==> config.mk <==
export PLATFORM = sky130hd
export DESIGN_NAME = serial_bus_scheduler
export DESIGN_NICKNAME = d
export VERILOG_FILES = /design/src/rtl/serial_pkg.sv /design/src/rtl/rr_arbiter2.sv /design/src/rtl/serial_bus_scheduler.sv
export SDC_FILE = /design/constraint.sdc
export NUM_CORES = 1
export LEC_CHECK = 0
export BUFFER_PORTS_ARGS = -buffer_cell sky130_fd_sc_hd__buf_2
export CORE_MARGIN = 4
export CORE_UTILIZATION = 30
export CTS_BUF_LIST = sky130_fd_sc_hd__clkbuf_16
export CTS_CLUSTER_SIZE = 24
export DETAILED_ROUTE_END_ITERATION = 16
export SKIP_LAST_GASP = 1
export SYNTH_ARGS = -nofsm -noshare
export SYNTH_HDL_FRONTEND = slang
export SYNTH_SLANG_ARGS = --single-unit
==> constraint.sdc <==
create_clock -name clk -period 6.2 [get_ports clk]
set_clock_uncertainty 0.05 [all_clocks]
set_input_delay 0.31 -clock clk [delete_from_list [all_inputs] [get_ports clk]]
set_output_delay 0.31 -clock clk [all_outputs]
set_load 0.01 [all_outputs]
==> src/rtl/serial_pkg.sv <==
// serial_pkg: shared constants for the serial bus scheduler slice.
//   BYTE_W / CNT_W : byte and bit-index widths.
//   ST_*           : FSM state encodings.
//   GNT_TX / GNT_RX: one-hot grant vector bit positions.
package serial_pkg;

    localparam int BYTE_W = 8;
    localparam int CNT_W  = 3;

    typedef logic [1:0] state_t;

    localparam state_t ST_IDLE = 2'd0;
    localparam state_t ST_TX   = 2'd1;
    localparam state_t ST_RX   = 2'd2;
    localparam state_t ST_TURN = 2'd3;

    localparam int GNT_TX = 0;
    localparam int GNT_RX = 1;

endpackage

==> src/rtl/rr_arbiter2.sv <==
// rr_arbiter2: two-way round-robin arbiter with a remembered last grant.
//   clk, rst   : clock, asynchronous active-high reset
//   req[1:0]   : requests, bit GNT_TX / bit GNT_RX
//   update     : strobe to record the grant that just finished
//   upd_rx     : 1 when the finished grant was the RX requester
//   gnt[1:0]   : combinational one-hot grant
module rr_arbiter2
    import serial_pkg::*;
(
    input  logic       clk,
    input  logic       rst,
    input  logic [1:0] req,
    input  logic       update,
    input  logic       upd_rx,
    output logic [1:0] gnt
);

    // Resets to RX so that TX wins the first tie.
    logic last_rx_r;

    // Remember which requester was served last.
    always_ff @(posedge clk or posedge rst) begin
        if (rst) begin
            last_rx_r <= 1'b1;
        end else if (update) begin
            last_rx_r <= upd_rx;
        end else begin
            last_rx_r <= last_rx_r;
        end
    end

    // One-hot grant; on a tie the requester not served last wins.
    always_comb begin
        gnt = 2'b00;
        case (req)
            2'b01:   gnt = 2'b01;
            2'b10:   gnt = 2'b10;
            2'b11:   gnt = last_rx_r ? 2'b01 : 2'b10;
            default: gnt = 2'b00;
        endcase
    end

endmodule

==> src/rtl/serial_bus_scheduler.sv <==
// serial_bus_scheduler: half-duplex scheduler for a single-wire serial bus.
// Arbitrates TX/RX requesters, shifts byte bursts LSB first and inserts a
// turnaround gap between bursts.
//   clk, rst                    : clock, asynchronous active-high reset
//   tx_req, tx_data, tx_ack     : host TX byte interface
//   rx_req, rx_data, rx_valid   : host RX byte interface
//   ser_drive, ser_bit_o, ser_bit_i, ser_next_byte, count : pad-slice controls
//   busy                        : high whenever the FSM is not IDLE
module serial_bus_scheduler
    import serial_pkg::*;
#(
    parameter int MAX_BURST  = 4,
    parameter int TURNAROUND = 1
) (
    input  logic              clk,
    input  logic              rst,
    input  logic              tx_req,
    input  logic [BYTE_W-1:0] tx_data,
    output logic              tx_ack,
    input  logic              rx_req,
    output logic [BYTE_W-1:0] rx_data,
    output logic              rx_valid,
    output logic              ser_drive,
    output logic              ser_bit_o,
    input  logic              ser_bit_i,
    output logic              ser_next_byte,
    output logic [CNT_W-1:0]  count,
    output logic              busy
);

    state_t            state_r;
    logic [BYTE_W-1:0] shift_r;
    logic [CNT_W-1:0]  count_r;
    logic [3:0]        burst_r;
    logic [2:0]        turn_r;
    logic              tx_ack_r;
    logic              rx_valid_r;
    logic [BYTE_W-1:0] rx_data_r;

    logic [1:0] gnt_s;
    logic       shifting_s;
    logic       byte_end_s;
    logic       cur_req_s;
    logic       more_s;
    logic       cont_s;
    logic       update_s;
    logic [BYTE_W-1:0] rx_next_s;

    // Decode the end-of-byte continuation decision.
    always_comb begin
        shifting_s = (state_r == ST_TX) || (state_r == ST_RX);
        byte_end_s = shifting_s && (count_r == 3'd7);
        cur_req_s  = (state_r == ST_TX) ? tx_req : rx_req;
        // burst_r counts bytes already finished in this grant, excluding the current one.
        more_s     = (burst_r < 4'(MAX_BURST - 1));
        cont_s     = cur_req_s && more_s;
        update_s   = byte_end_s && !cont_s;
        rx_next_s  = {ser_bit_i, shift_r[BYTE_W-1:1]};
    end

    rr_arbiter2 u_arb (
        .clk    (clk),
        .rst    (rst),
        .req    ({rx_req, tx_req}),
        .update (update_s),
        .upd_rx (state_r == ST_RX),
        .gnt    (gnt_s)
    );

    // Main FSM with shift register, bit, burst and turnaround counters.
    always_ff @(posedge clk or posedge rst) begin
        if (rst) begin
            state_r    <= ST_IDLE;
            shift_r    <= 8'h00;
            count_r    <= 3'd0;
            burst_r    <= 4'd0;
            turn_r     <= 3'd0;
            tx_ack_r   <= 1'b0;
            rx_valid_r <= 1'b0;
            rx_data_r  <= 8'h00;
        end else begin
            tx_ack_r   <= 1'b0;
            rx_valid_r <= 1'b0;
            case (state_r)
                ST_IDLE: begin
                    count_r <= 3'd0;
                    burst_r <= 4'd0;
                    if (gnt_s[GNT_TX]) begin
                        shift_r  <= tx_data;
                        tx_ack_r <= 1'b1;
                        state_r  <= ST_TX;
                    end else if (gnt_s[GNT_RX]) begin
                        shift_r  <= 8'h00;
                        state_r  <= ST_RX;
                    end else begin
                        state_r  <= ST_IDLE;
                    end
                end
                ST_TX, ST_RX: begin
                    if (byte_end_s) begin
                        if (state_r == ST_RX) begin
                            rx_data_r  <= rx_next_s;
                            rx_valid_r <= 1'b1;
                        end
                        count_r <= 3'd0;
                        if (cont_s) begin
                            burst_r <= burst_r + 4'd1;
                            if (state_r == ST_TX) begin
                                shift_r  <= tx_data;
                                tx_ack_r <= 1'b1;
                            end else begin
                                shift_r  <= 8'h00;
                            end
                        end else begin
                            shift_r <= 8'h00;
                            turn_r  <= 3'd0;
                            state_r <= ST_TURN;
                        end
                    end else begin
                        count_r <= count_r + 3'd1;
                        shift_r <= (state_r == ST_TX) ? (shift_r >> 1) : rx_next_s;
                    end
                end
                ST_TURN: begin
                    count_r <= 3'd0;
                    if (turn_r == 3'(TURNAROUND - 1)) begin
                        state_r <= ST_IDLE;
                    end else begin
                        turn_r  <= turn_r + 3'd1;
                    end
                end
                default: begin
                    state_r <= ST_IDLE;
                    count_r <= 3'd0;
                end
            endcase
        end
    end

    // Outputs are decoded purely from registered state.
    always_comb begin
        tx_ack        = tx_ack_r;
        rx_valid      = rx_valid_r;
        rx_data       = rx_data_r;
        count         = count_r;
        busy          = (state_r != ST_IDLE);
        ser_drive     = (state_r == ST_TX);
        ser_bit_o     = (state_r == ST_TX) && shift_r[0];
        ser_next_byte = shifting_s && (count_r == 3'd0);
    end

endmodule

==> impl_metrics.env, run 1 <==
export IMPL_status="completed"
export IMPL_total_length_of_routed_wires_mm=3.45
export IMPL_finish_net_count=208
export IMPL_ys_warnings_count=0
export IMPL_start_util_pct=31.2
export IMPL_cts_inserted_buffers=5
export IMPL_floorplan_rows=26
export IMPL_ant_nets=0
export IMPL_met1_layer_wirelength_in_the_final_routing_mm=1.57
export IMPL_gr_total_overflow=0
export IMPL_finalHoldWorstSlack_ns=0.0665
export IMPL_cts_htree_levels=2
export IMPL_seq_power_share_pct=30.5
export IMPL_crit_arrival_ns=2.33
export IMPL_timing_slew_headroom_pct=63.6
export IMPL_portBuffers=29
export IMPL_timing_final_hold_violations=0
export IMPL_routed_wl_met3_um=198
export IMPL_first_iter_violations=83
export IMPL_power_net_switching_w=0.000321
export IMPL_timing_final_crit_share_pct=35.1
export IMPL_drv_slew=0
export IMPL_min_period_ns=2.18
export IMPL_power_combinational_fraction_pct=39.3
export IMPL_design_die_area_mm2=0.00661
export IMPL_synth_top_family_by_area="compound AO/OA/AOI/OAI gates"
export IMPL_timing_critical_path_fanout_max=7
export IMPL_drt_pre_antenna_iters=4
export IMPL_antenna_found_initial=0
export IMPL_io_pin_count=30
export IMPL_groute_usage_overall_pct=11.8
export IMPL_synth_enable_flop_cells=0
export IMPL_max_clock_path_buffers=2
export IMPL_routed_top_layer="met4"
export IMPL_area_delta_synth_final_pct=24.0
export IMPL_n_fill_cell=496
export IMPL_synthesis_nets=175
export IMPL_worstHoldPathType="in2async"
export IMPL_netlist_top_cells_count="dfrtp_1 (30), nor2_1 (17), inv_1 (15), ha_1 (11), mux2_2 (9)"
export IMPL_sw_frac_of_total_pct=35.8
export IMPL_synth_compound_gate_area_share_pct=15.3
export IMPL_criticalPathCategory="reg2reg"
export IMPL_achievable_freq_mhz=459
export IMPL_average_detailed_routed_wire_length_per_instance_um=13.5
export IMPL_vias_in_the_first_global_route=1208
export IMPL_cts_resized=0
export IMPL_clock_power_share_pct=30.2
export IMPL_synthSimpleGateAreaFrac_pct=13.9
export IMPL_die_y_um=81.3
export IMPL_post_synth_fa_ha_maj_area_fraction_pct=8.53
export IMPL_synth_async_sr_flop_share_pct=100
export IMPL_cellLeakagePower_nw=1.02
export IMPL_hold_buffers=0
export IMPL_clock_tree_from_tritoncts="built"
export IMPL_largest_net_degree_at_the_start_of_global_routing=32
export IMPL_reg2reg_setup_slack_ns=4.02
export IMPL_ys_flop_type="dfrtp_1"
export IMPL_yosys_area_share_xor_xnor_pct=0.543
export IMPL_global_route_wire_length_before_repair_mm=5.80
export IMPL_drive_gt1_share_pct=27.0
export IMPL_synthesis_area_mm2=0.00161
export IMPL_core_mm2=0.00517
export IMPL_clkTransAtPathRegs_ns=0.05
export IMPL_synth_top_cell_by_area="dfrtp_1"
export IMPL_route_detailed_drc=0
export IMPL_timing_final_ws_setup_ns=4.02
export IMPL_ir_drop_mv=0.163
export IMPL_worstMarginPinSlew_ns=0.543
export IMPL_start_kind="register"
export IMPL_route_vias_total=1195
export IMPL_insertion_delay_to_the_later_sink_of_the_worst_skew_pair_ns=0.28
export IMPL_power_density_cell_area_mw_per_mm2=448
export IMPL_tns_ns=0
export IMPL_synth_seq_cells=31
export IMPL_routabilityCongestion=0.819
export IMPL_rsz0062_at_grt="no"
export IMPL_post_cts_setup_buffer_count=0
export IMPL_drt_vias_per_instance=4.69
export IMPL_synthesis_area_per_instance_um2=10.7
export IMPL_clockRootBuffer="clkbuf_16"
export IMPL_required_ns=6.35
export IMPL_end_kind="register"
export IMPL_clock_sinks=31
export IMPL_synth_most_common_cell="dfrtp_1"
export IMPL_detailedPlacementHpwl_mm=2.54
export IMPL_die_width_um=81.3
export IMPL_maxCapViolCount=0
export IMPL_yosys_top_cells_area="dfrtp_1 (47%), ha_1 (8.5%), mux2_2 (6.3%), a221o_1 (4.3%), a32oi_1 (4.3%)"
export IMPL_number_of_setup_violations_in_the_final_report=0
export IMPL_n_antenna_cell=0
export IMPL_post_synthesis_cell_count=151
export IMPL_routed_wl_met2_mm=1.61
export IMPL_detailedPlace_worstSlack_ns=4.04
export IMPL_synth_cell_types=34
export IMPL_post_synth_top_area_fraction_pct=46.5
export IMPL_synth_mux_area_share_pct=9.08
export IMPL_synth_sequential_area_ratio_pct=48.2
export IMPL_p_int_w=0.000576
[stage by stage]
step	utilization, %	instances	power (W)	area, um2
after floorplan	-	151	0.000532	1610
after global placement	35.5	247	0.000629	1840
after detailed placement	35.5	247	0.000629	1840
after CTS	38.7	255	0.000909	2000
after global routing	38.7	255	0.000968	2000
final	38.7	255	0.000897	2000
[worst paths after layout]
check                           start         endpoint  depth (start not counted)
max in group asynchronous         rst  u_arb.last_rx_r                          3
setup / recovery           state_r[1]        turn_r[2]                          6
hold reg to reg              count[0]         count[0]                          1
setup reg to reg           state_r[1]        turn_r[2]                          6
hold / removal                    rst       shift_r[4]                          3
min in group clk           tx_data[4]       shift_r[4]                          2
[power groups by stage]
stage	Clock, W	Sequential (W)	Combinational (W)
after global placement	0	0.000277	0.000352
after floorplan	0	0.000276	0.000255
after detailed placement	0	0.000278	0.000352
after global routing	0.000288	0.000279	0.000400
after CTS	0.000278	0.000275	0.000356
final	0.000271	0.000274	0.000352
[layout make-up]
type	count	area, um2	area share [%]
flip-flops and latches	31	777	38.8
multi-input cells	101	763	38.1
clock inverters	3	38.8	1.94
inverters	15	56.3	2.81
clock buffers	5	125	6.25
repair buffers	30	153	7.63
well taps	70	87.6	4.38
[layer usage]
| metal | vias up | global-route usage (%) |
|---|---|---|
| li1 | 605 | - |
| met1 | 558 | 15.1 |
| met2 | 26 | 17.4 |
| met3 | 6 | 4.21 |
| met4 | 0 | 6.25 |
| met5 | - | 0 |
[worst max-delay path: stages, from the launching register on]
cell and delay, ns:
dfrtp_1 0.39, inv_1 0.12, ha_1 0.35, mux2_4 0.35, a21o_1 0.22, or4_1 0.47
a21oi_1 0.15
[layout by cell type (no fill, tap or decap), types with 2 or more instances in the layout]
cell       synthesis  final
a32oi_1            8      8
dfrtp_1           30     30
nor2b_1            2      2
a21o_1             3      3
nor2_1            17     17
mux2_2             9      9
o21ai_0            3      3
inv_1             15     15
buf_2              1     29
and2_1             6      6
nand2b_1           4      4
mux2i_1            3      3
ha_1              11     11
a21oi_1            4      4
nand2_1            6      6
a31oi_1            3      3
clkbuf_16          0      5
a221o_1            7      7
[registers in the layout, indices dropped and copies added (netlist names)]
name and flops:
turn_r 3, shift_r 8, u_arb.last_rx_r 1, burst_r 4
count 3, rx_data 8, rx_valid 1, state_r 2
tx_ack 1
[kinds of logic (layout without fill, tap and decap cells)]
kind of cell | Yosys count | in the layout
flops | 31 | 31
simple gates | 44 | 44
xor+xnor | 1 | 1
compound gates | 32 | 32
buf+inv | 19 | 53
mux | 13 | 13
fa+ha+maj | 11 | 11
No activity file was read; power rests on OpenSTA's default activity.
==> run 2: changes to the inputs <==
- clock period: 6.2 -> 2.2 ns (I/O delays scaled with it)
==> run 2 against run 1 <==
Effect of this change:
- setup slack got worse by 3.9 ns
- critical endpoint unchanged
- first-iteration DRC count fell by 25%
- routed wire length rose by 1.5%
==> impl_metrics.env, run 2 (synthesis results as in run 1) <==
export IMPL_status="completed"
export IMPL_ant_nets=0
export IMPL_sequential_cell_area_um2=777
export IMPL_vias_in_the_first_global_route=1241
export IMPL_global_route_usage_met2_pct=17.9
export IMPL_global_route_wire_length_before_repair_mm=5.78
export IMPL_die_y_um=81.3
export IMPL_clock_tree_from_tritoncts="built"
export IMPL_layout_commonest_cell="dfrtp_1"
export IMPL_required_ns=2.35
export IMPL_clock_power_share_pct=30.3
export IMPL_tns_ns=0
export IMPL_n_fill_cell=508
export IMPL_cts_resized=0
export IMPL_grt_met1_usage_pct=14.4
export IMPL_drt_vias_per_instance=4.88
export IMPL_route_detailed_drc=0
export IMPL_routabilityCongestion=0.813
export IMPL_antenna_found_initial=0
export IMPL_timing_hold_worst_start="tx_data[3]"
export IMPL_cts_inserted_buffers=5
export IMPL_die_width_um=81.3
export IMPL_timing_rr_start="state_r[0]"
export IMPL_core_mm2=0.00517
export IMPL_criticalPathCategory="reg2reg"
export IMPL_insertion_delay_to_the_later_sink_of_the_worst_skew_pair_ns=0.27
export IMPL_route_vias_total=1269
export IMPL_critical_path_cell_chain="inv_1 > ha_1 > nor4b_1 > a21o_1 > or4_1 > a21oi_1"
export IMPL_finalHoldWorstSlack_ns=0.0348
export IMPL_reg2reg_setup_slack_ns=0.16
export IMPL_power_combinational_fraction_pct=39.4
export IMPL_start_kind="register"
export IMPL_cts_htree_levels=2
export IMPL_timing_slew_headroom_pct=66.7
export IMPL_groute_usage_overall_pct=11.7
export IMPL_timing_final_ws_setup_ns=0.161
export IMPL_number_of_setup_violations_in_the_final_report=0
export IMPL_detailedPlacementHpwl_mm=2.55
export IMPL_end_kind="register"
export IMPL_io_pin_count=30
export IMPL_max_clock_path_buffers=2
export IMPL_critPathMaxStageDelay_ns=0.48
export IMPL_multi_input_gate_area_in_the_final_layout_um2=763
export IMPL_timing_final_crit_share_pct=92.7
export IMPL_achievable_freq_mhz=490
export IMPL_gr_total_overflow=0
export IMPL_sw_frac_of_total_pct=35.7
export IMPL_clkTransAtPathRegs_ns=0.05
export IMPL_power_net_switching_w=0.000908
export IMPL_rsz0062_at_grt="no"
export IMPL_floorplan_rows=26
export IMPL_finish_net_count=213
export IMPL_min_period_ns=2.04
export IMPL_clock_sinks=31
export IMPL_n_antenna_cell=0
export IMPL_cp_slowest_cell="or4_1"
export IMPL_worstHoldPathType="in2reg"
export IMPL_detailedPlace_worstSlack_ns=0.162
export IMPL_seq_power_share_pct=30.2
export IMPL_worstRegToRegCells=6
export IMPL_timing_critical_path_fanout_max=9
export IMPL_largest_net_degree_at_the_start_of_global_routing=32
export IMPL_drive_gt1_share_pct=28.4
export IMPL_worst_hold_path_num_cells=2
export IMPL_first_iter_violations=62
export IMPL_power_density_cell_area_mw_per_mm2=1250
export IMPL_clockRootBuffer="clkbuf_16"
export IMPL_drv_slew=0
export IMPL_portBuffers=29
export IMPL_worstMarginPinSlew_ns=0.495
export IMPL_average_detailed_routed_wire_length_per_instance_um=13.5
export IMPL_design_die_area_mm2=0.00661
export IMPL_p_int_w=0.00164
export IMPL_ir_drop_mv=0.427
export IMPL_area_delta_synth_final_pct=26.5
export IMPL_commonest_non_fill_non_tap_cells_in_the_layout="dfrtp_1 (30), buf_2 (29), nor2_1 (17)"
export IMPL_maxCapViolCount=0
export IMPL_fin_total_pwr_w=0.00254
export IMPL_globalRouteMet3Util_pct=4.21
export IMPL_drt_pre_antenna_iters=4
export IMPL_cellLeakagePower_nw=1.05
export IMPL_timing_final_hold_violations=0
export IMPL_timing_hold_worst_endpoint="shift_r[3]"
export IMPL_start_util_pct=31.2
export IMPL_total_length_of_routed_wires_mm=3.50
export IMPL_post_cts_setup_buffer_count=0
export IMPL_gr_max_usage_layer="met2"
export IMPL_worstReg2RegEnd="turn_r[2]"
export IMPL_crit_arrival_ns=2.19
## run 2: per-layer routing
layer | vias up | share of wire (%)
li1 | 616 | -
met1 | 617 | 47
met2 | 29 | 45
met3 | 7 | 5.9
met4 | 0 | 2.3
met5 | - | 0
## run 2: worst max-delay path by stage
stage	cells past startpoint	start	endpoint
after floorplan	6	state_r[1]	turn_r[2]
after CTS	6	state_r[0]	turn_r[2]
after global placement	6	state_r[0]	turn_r[2]
after detailed placement	6	state_r[0]	turn_r[2]
after global routing	6	state_r[0]	turn_r[2]
final	6	state_r[0]	turn_r[2]
## run 2: area by class of cell
class,count,share of cell area [%]
clock inverter,3,1.90
timing repair buffer,35,9.44
tap,70,4.29
sequential,31,38.1
multi-input combinational,101,37.4
clock buffer,5,6.13
inverter,15,2.76
## run 2: worst max-delay path, delay by kind of cell, from the launching register on
kind | cells | cell delay (ns)
DFF | 1 | 0.36
adders and majority gates | 1 | 0.41
AOI/OAI and AO/OA | 2 | 0.38
and+or+nand+nor | 2 | 0.66
buffers and inverters | 1 | 0.09
## run 2: what timing repair did
action	in CTS	in global routing
setup endpoints to repair	0	0
hold endpoints to repair	30	0
hold buffers	1	0
## run 2: metrics by stage
step	instances	util [%]	instance area, um2
after floorplan	151	-	1610
after global placement	251	36.1	1870
after detailed placement	251	36.1	1870
after CTS	260	39.5	2040
after global routing	260	39.5	2040
final	260	39.5	2040
## run 2: power groups by stage
stage / Combinational (W) / Sequential [W] / Clock, W
finish: 0.00100 / 0.000769 / 0.000772
global route: 0.00112 / 0.000785 / 0.000820
CTS: 0.00101 / 0.000770 / 0.000786
detailed placement: 0.00100 / 0.000779 / 0
global placement: 0.000999 / 0.000778 / 0
floorplan: 0.000720 / 0.000779 / 0
